## config.mk

```make
export PLATFORM = sky130hd
export DESIGN_NAME = isa_dma_controller
export DESIGN_NICKNAME = d
export VERILOG_FILES = /design/src/rtl/isa_dma_controller.sv
export SDC_FILE = /design/constraint.sdc
export NUM_CORES = 1
export LEC_CHECK = 0
export CORE_ASPECT_RATIO = 0.5
export CORE_MARGIN = 2
export CORE_UTILIZATION = 40
export DETAILED_ROUTE_END_ITERATION = 7
export PLACE_DENSITY_LB_ADDON = 0.15
export REMOVE_ABC_BUFFERS = 1
export SYNTH_ARGS = -nofsm -noshare
export SYNTH_HDL_FRONTEND = slang
export SYNTH_SLANG_ARGS = --single-unit
```

## constraint.sdc

```tcl
create_clock -name clk -period 6.6 [get_ports clk]
set_clock_uncertainty 0.2 [all_clocks]
set_input_delay 0.66 -clock clk [delete_from_list [all_inputs] [get_ports clk]]
set_output_delay 0.66 -clock clk [all_outputs]
set_load 0.01 [all_outputs]
```

## src/rtl/isa_dma_controller.sv

```systemverilog
`default_nettype none
// +---------------------------------------------------------------------------+
// | isa_dma_controller: 4-channel ISA single-cycle DMA sequencer (DRQ1/3/5/7). |
// | Rev 1.0 -- define DMA_ROUND_ROBIN_EN for round-robin arbitration.         |
// +---------------------------------------------------------------------------+
module isa_dma_controller #(
  parameter int SYNC_STAGES   = 2,
  parameter int SETUP_CYCLES  = 1,
  parameter int STROBE_CYCLES = 3
) (
  input  logic        clk,
  input  logic        reset,
  input  logic [3:0]  drq,
  input  logic        pio_busy,
  input  logic        cfg_we,
  input  logic [1:0]  cfg_ch,
  input  logic [15:0] cfg_count,
  input  logic        cfg_dir,
  output logic [3:0]  mask,
  input  logic        tx_valid,
  input  logic [15:0] tx_data,
  output logic        tx_ready,
  input  logic [15:0] data_in,
  output logic [15:0] data_out,
  output logic        data_oe,
  output logic        rx_valid,
  output logic [15:0] rx_data,
  output logic [1:0]  rx_ch,
  output logic [3:0]  dack_n,
  output logic        aen,
  output logic        ior_n,
  output logic        iow_n,
  output logic        tc,
  output logic        dma_active,
  output logic [1:0]  active_ch
);

  localparam logic [2:0] S_IDLE    = 3'd0;
  localparam logic [2:0] S_SETUP   = 3'd1;
  localparam logic [2:0] S_STROBE  = 3'd2;
  localparam logic [2:0] S_HOLD    = 3'd3;
  localparam logic [2:0] S_RELEASE = 3'd4;

  localparam logic [7:0] c_SETUP_LAST  = 8'(SETUP_CYCLES - 1);
  localparam logic [7:0] c_STROBE_LAST = 8'(STROBE_CYCLES - 1);

  logic [2:0]  r_state;
  logic [7:0]  r_cyc;
  logic [3:0]  r_sync [SYNC_STAGES];
  logic [15:0] r_count [4];
  logic [3:0]  r_dir;
  logic        r_xdir;

  logic [3:0]  w_elig;
  logic [1:0]  w_start;
  logic [1:0]  w_idx;
  logic [1:0]  w_win;
  logic        w_found;
  logic        w_grant;

  always_ff @(posedge clk) begin
    if (reset) begin
      for (int i = 0; i < SYNC_STAGES; i++) r_sync[i] <= 4'h0;
    end else begin
      r_sync[0] <= drq;
      for (int i = 1; i < SYNC_STAGES; i++) r_sync[i] <= r_sync[i-1];
    end
  end

  assign w_elig  = r_sync[SYNC_STAGES-1] & ~mask & (~r_dir | {4{tx_valid}});
  assign w_grant = (r_state == S_IDLE) && w_found && !pio_busy;

`ifdef DMA_ROUND_ROBIN_EN
  logic [1:0] r_rr_next;
  assign w_start = r_rr_next;
  always_ff @(posedge clk) begin
    if (reset)        r_rr_next <= 2'd0;
    else if (w_grant) r_rr_next <= w_win + 2'd1;
  end
`else
  assign w_start = 2'd0;
`endif

  // Search the four channels starting at w_start; first eligible one wins.
  always_comb begin
    w_found = 1'b0;
    w_win   = 2'd0;
    w_idx   = 2'd0;
    for (int k = 0; k < 4; k++) begin
      w_idx = w_start + 2'(k);
      if (!w_found && w_elig[w_idx]) begin
        w_found = 1'b1;
        w_win   = w_idx;
      end
    end
  end

  always_ff @(posedge clk) begin
    if (reset) begin
      r_state    <= S_IDLE;
      r_cyc      <= 8'd0;
      r_xdir     <= 1'b0;
      r_dir      <= 4'h0;
      for (int i = 0; i < 4; i++) r_count[i] <= 16'h0;
      mask       <= 4'hF;
      dack_n     <= 4'hF;
      aen        <= 1'b0;
      ior_n      <= 1'b1;
      iow_n      <= 1'b1;
      data_oe    <= 1'b0;
      data_out   <= 16'h0;
      tc         <= 1'b0;
      tx_ready   <= 1'b0;
      rx_valid   <= 1'b0;
      rx_data    <= 16'h0;
      rx_ch      <= 2'd0;
      dma_active <= 1'b0;
      active_ch  <= 2'd0;
    end else begin
      tx_ready <= 1'b0;
      rx_valid <= 1'b0;
      case (r_state)
        S_IDLE: begin
          if (w_grant) begin
            r_state    <= S_SETUP;
            r_cyc      <= 8'd0;
            active_ch  <= w_win;
            r_xdir     <= r_dir[w_win];
            aen        <= 1'b1;
            dack_n     <= ~(4'b0001 << w_win);
            dma_active <= 1'b1;
            if (r_dir[w_win]) begin
              data_oe  <= 1'b1;
              data_out <= tx_data;
            end
          end
        end
        S_SETUP: begin
          if (r_cyc == c_SETUP_LAST) begin
            r_state  <= S_STROBE;
            r_cyc    <= 8'd0;
            tc       <= (r_count[active_ch] == 16'h0);
            tx_ready <= r_xdir;
            if (r_xdir) iow_n <= 1'b0;
            else        ior_n <= 1'b0;
          end else begin
            r_cyc <= r_cyc + 8'd1;
          end
        end
        S_STROBE: begin
          if (r_cyc == c_STROBE_LAST) begin
            r_state <= S_HOLD;
            iow_n   <= 1'b1;
            ior_n   <= 1'b1;
            tc      <= 1'b0;
            if (!r_xdir) begin
              rx_data  <= data_in;
              rx_ch    <= active_ch;
              rx_valid <= 1'b1;
            end
          end else begin
            r_cyc <= r_cyc + 8'd1;
          end
        end
        S_HOLD: r_state <= S_RELEASE;
        S_RELEASE: begin
          r_state    <= S_IDLE;
          dack_n     <= 4'hF;
          aen        <= 1'b0;
          data_oe    <= 1'b0;
          dma_active <= 1'b0;
          if (r_count[active_ch] == 16'h0) mask[active_ch] <= 1'b1;
          else r_count[active_ch] <= r_count[active_ch] - 16'd1;
        end
        default: r_state <= S_IDLE;
      endcase
      // Issued last so a config write beats the release-time count/mask update.
      if (cfg_we) begin
        r_count[cfg_ch] <= cfg_count;
        r_dir[cfg_ch]   <= cfg_dir;
        mask[cfg_ch]    <= 1'b0;
      end
    end
  end

endmodule
`default_nettype wire

```

; Word-level counts from Yosys, hierarchy flattened
; Memory sizes are Yosys's and may differ from the RTL's. A register that Yosys moved wholly into a read port is not among the register bits.
; Index checks and enable logic that the tools add are counted.
[op_classes]
add_sub_neg = 2
n_lt_le_gt_ge = 5
n_eq_ne = 12
shift = 1
mux = 64
n_bitwise = 16
reduce_logical = 31
[op_table]
columns = op, count
row1 = 2-to-1 mux 16 bit, 2
row2 = OR reduction 16 bit, 2
row3 = 2-to-1 mux 1 bit, 31
row4 = 2-to-1 mux 4 bit, 7
row5 = 2-to-1 mux 8 bit, 3
row6 = one-hot mux 8 bit (3 select lines), 1
row7 = AND reduction 3 bit, 6
row8 = logical NOT 16 bit, 1
row9 = NOT 4 bit, 4
row10 = subtractor 16 x 1 -> 16 bit (second input constant), 1
row11 = bitwise AND 4 bit, 3
row12 = 2-to-1 mux 2 bit, 6
row13 = inequality test 2 bit (second input constant), 6
row14 = one-hot mux 3 bit (4 select lines), 1
row15 = one-hot mux 1 bit (2 select lines), 5
row16 = < comparator 2 x 3 -> 1 bit (second input constant), 3
row17 = 2-to-1 mux 3 bit, 3
row18 = adder 8 x 1 -> 8 bit (second input constant), 1
row19 = equality test 8 x 2 -> 1 bit (second input constant), 1
row20 = logical NOT 8 bit, 1
row21 = bitwise OR 4 bit, 2
row22 = one-hot mux 4 bit (2 select lines), 1
row23 = AND reduction 4 bit, 2
row24 = logical AND 1 bit, 7
row25 = 17 further kinds, 31
[totals]
register_bits = 67
mem_bits_rw = 72
inputBits = 60
output_inout_bits = 52
wordCells = 150
mem_count = 2
[memory_table]
columns = memory, depth, word_bits, read_ports, rd_clocked_by_memory_dff, wr, line_no
row1 = r_count, 4, 16, 1, 1, 4, 50  ; logic [15:0] r_count [4];
row2 = r_sync, 2, 4, 2, 0, 2, 49  ; logic [3:0] r_sync [SYNC_STAGES];

; Depth between registers and ports, before layout
[depth]
ltp_word = 18
depth_mapped = 12
ltp_nobuf = 8

; Worst setup path after synthesis
; Ideal clock, no wire load.
[synth_timing]
kind = register to register
start = register with a tool-made name
end = memory r_count[0][0] (enable)
setup_ns = 0.411
arrival_ns = 2.846
setup_slack_ns = 3.143
path_stages_with_launch = 11
path_cell_list = dfxtp_1 -> buf_6 -> buf_6 -> mux4_2 -> inv_1 -> ha_1 -> nand2b_1 -> o22ai_1 -> and4_4 -> buf_6 -> o21ai_0
[synth_lines]
columns = item, line_no
row1 = "end, declared", 50

==> results.py <==
metrics = {
    "detailed_routing": {
        "wl_per_cell_um": 16.33,
        "wl_um": 16040,
        "drc": 0,
        "vias_per_cell": 5.186,
        "vias": 5093,
        "ant_nets": 0,
        "first_pass_iters": 5,
        "drt_iter0_drc": 349,
    },
    "clock_network": {
        "htree_levels": 4,
        "cts.sink_count": 141,
        "post_cts_buffers": 0,
        "root_buffer": "clkbuf_16",
        "cts_hold_buffers": 0,
        "cts_resized": 0,
        "clock_latency_ps": 410,
        "clockBufferDepth": 2,
        "path_clk_slew_ps": 60,
        "cts_buffers": 17,
        "cts_tree": "built",
    },
    "grt": {
        "grt_first_pass_wirelength_um": 25760,
        "grt_overflow": 0,
        "grt_pass1_vias": 4985,
        "antenna_found_initial": 0,
        "track_usage_pct": 19.43,
        "grt_max_degree": 67,
    },
    "cells_and_area": {
        "drive_gt1_share_pct": 11.70,
        "multi_input_area_sq_um": 2836,
        "nNetsFinal": 813,
        "seqCellArea_sq_um": 3463,
        "fin_util_pct": 53.54,
        "antenna_cells": 0,
        "fillers": 1426,
        "area_delta_synth_final_pct": 28.58,
    },
    "critical_path": {
        "start_kind": "register",
        "endpoint_kind": "register",
        "cp.required_ps": 6530,
        "cp_max_fo": 17,
        "r2r_cells": 6,
        "crit_slowest_cell": "dfxtp_1",
        "r2r_end": "r_count[1][4]$_DFFE_PP_",
        "crit_chain": "mux4_2, nor4_2, nor2b_1, and4_4, nand2b_1, o21ai_0",
        "regToRegSetupSlack_ps": 3190,
        "worstSetupPathType": "reg -> reg",
        "max_stage_delay_ps": 820,
        "arrival_ps": 3340,
    },
    "die": {
        "die-width_um": 184.5,
        "die_area_sq_um": 17400,
        "start_util_pct": 41.64,
        "die_h_um": 94.27,
        "core_area_sq_um": 15660,
        "row_count": 32,
        "io_pins": 112,
    },
    "sta": {
        "setup_ws_ps": 3189,
        "hold_viol_final": 0,
        "max_freq_mhz": 293.1,
        "post-route-period-util_pct": 51.69,
        "maxSlewViolCount": 0,
        "final.setup.tns_ps": 0,
        "relSlewSlack_pct": 39.64,
        "rsz0062_at_grt": "no",
        "worstMarginPinSlew_ps": 899.9,
        "finalSetupViolCount": 0,
        "fin_crit_ps": 3411,
    },
    "power_and_ir_drop": {
        "fin_total_pwr_mw": 2.180,
        "p_switching_mw": 0.5730,
        "seq_power_share_pct": 45.1,
        "clockPowerShare_pct": 41.6,
        "pwr-share-comb_pct": 13.3,
        "cellLeakagePower_nw": 2.870,
        "power_density_nw_per_um2": 260.0,
        "p_int_mw": 1.607,
        "p_sw_share_pct": 26.29,
        "peakVddDrop_uv": 185.5,
    },
    "min_path": {
        "hp-class": "reg -> reg",
        "min_from": "r_sync[0][1]$_SDFF_PP0_",
        "hold_depth": 1,
        "min_to": "r_sync[0][5]$_SDFF_PP0_",
    },
    "logic_synthesis": {
        "ys_top_cells_by_count": "nand2_1, dfxtp_1, edfxtp_1",
        "synthTopCellsByArea": "edfxtp_1, dfxtp_1, nand2_1, mux4_2, o21ai_0",
        "synth_top_area_cell": "edfxtp_1",
        "synth-edff-count": 64,
        "yosysMostFrequentCell": "nand2_1",
        "netlist_instances": 640,
        "ys.flop_type": "dfxtp_1",
        "synth.yosys.seq_area_share_pct": 53.13,
        "ys_warn_count": 0,
        "async_reset_ff_share_pct": 0,
        "avgSynthCellArea_sq_um": 10.19,
        "synthDominantCellAreaShare_pct": 29.48,
        "ys_seq_elements": 141,
        "syn_area_sq_um": 6519,
        "ys_types": 66,
    },
    "placed_design": {
        "dp_hpwl_um": 10870,
        "pre_cts_slack_ps": 3167,
        "gp_congestion": 0.7994,
        "numPortBuffers": 111,
    },
    "flow_run": {
        "maxCapViolations": 0,
    },
    "run_status": {
        "status": "complete, no violations",
    },
}
==> cell type report <==
cell class | count | area share, %
clock inverter | 14 | 1.448
tap | 221 | 3.299
multi-input combinational | 452 | 33.84
sequential | 141 | 41.32
clock buffer | 18 | 5.240
timing repair buffer | 123 | 14.27
inverter | 13 | 0.5822
==> routing by layer <==
| metal | share of wire, % | vias up | wire (um) | global-route usage [%] |
|---|---|---|---|---|
| met5 | 0 | - | 0 | 0 |
| met4 | 1.6 | 0 | 249 | 7.067 |
| met3 | 6.5 | 23 | 1048 | 5.930 |
| met2 | 46 | 149 | 7456 | 31.83 |
| met1 | 45 | 2422 | 7285 | 24.36 |
| li1 | - | 2499 | - | - |
==> stage by stage <==
step / hold WS [ps] / area, sq um / std cells
6_report: 237.6 / 8382 / 982
5_1_grt: 260.5 / 8382 / 982
4_1_cts: 243.9 / 8382 / 982
3_5_place_dp: 229.9 / 7821 / 950
3_3_place_gp: 227.1 / 7821 / 950
2_1_floorplan: 213.8 / 6334 / 606
==> flip-flops by register name, summed over array words and instances, names as in the netlist, named ones only <==
signal and cells:
r_count 64, r_cyc 8, r_sync 8, data_oe 1
ior_n 1, dma_active 1, data_out 16, r_dir 4
iow_n 1, tx_ready 1, rx_ch 2, r_xdir 1
rx_valid 1, tc 1, rx_data 16, r_state 3
mask 4, dack_n 4, active_ch 2
==> cell families after synthesis <==
kind of cell,Yosys count,synth area share (%)
fa+ha+maj,5,0.9597
compound gates,137,12.71
simple gates,257,18.87
flops,141,53.13
buf+inv,47,3.589
mux,37,8.599
xor+xnor,16,2.150
==> cells in the final DEF (no fill, tap or decap), drive strengths merged, types with 4 or more instances in the layout <==
| cell | synthesis | routed |
|---|---|---|
| nor2b | 17 | 17 |
| xnor2 | 8 | 8 |
| mux4 | 15 | 15 |
| clkdlybuf4s50 | 0 | 110 |
| inv | 13 | 14 |
| clkinv | 0 | 9 |
| nor3 | 18 | 18 |
| clkbuf | 18 | 18 |
| nand3b | 8 | 8 |
| buf | 16 | 13 |
| ha | 5 | 5 |
| nand3 | 10 | 10 |
| xor2 | 8 | 8 |
| edfxtp | 64 | 64 |
| mux2i | 20 | 20 |
| o21ai | 75 | 75 |
| a21oi | 30 | 30 |
| nand2b | 9 | 9 |
| or3 | 4 | 4 |
| nor2 | 45 | 45 |
| nand2 | 125 | 125 |
| dfxtp | 77 | 77 |
==> worst max-delay path, delay by kind of cell, from the launching register on <==
kind,cells,cell delay [ps]
AO/OA/AOI/OAI,1,180
multiplexers,1,450
flip-flops,1,820
AND/OR/NAND/NOR,4,1470
==> how the worst max path moves through the flow <==
stage / slack (ps) / to / cells past startpoint
6_report: 3190 / r_count[1][4]$_DFFE_PP_ / 6
3_5_place_dp: 3170 / r_count[1][4]$_DFFE_PP_ / 6
3_3_place_gp: 3260 / r_count[1][15]$_DFFE_PP_ / 6
4_1_cts: 3150 / r_count[1][4]$_DFFE_PP_ / 6
5_1_grt: 2980 / r_count[1][2]$_DFFE_PP_ / 6
2_1_floorplan: 2860 / r_count[3][0]$_DFFE_PP_ / 7
==> power groups by stage <==
stage	Sequential, mW	Clock (mW)	Combinational (mW)
finish	0.983	0.907	0.290
global route	0.988	0.965	0.321
CTS	0.983	0.926	0.290
detailed placement	1.00	0	0.288
global placement	1.00	0	0.285
floorplan	0.997	0	0.174
No activity file was read; power rests on OpenSTA's default activity.
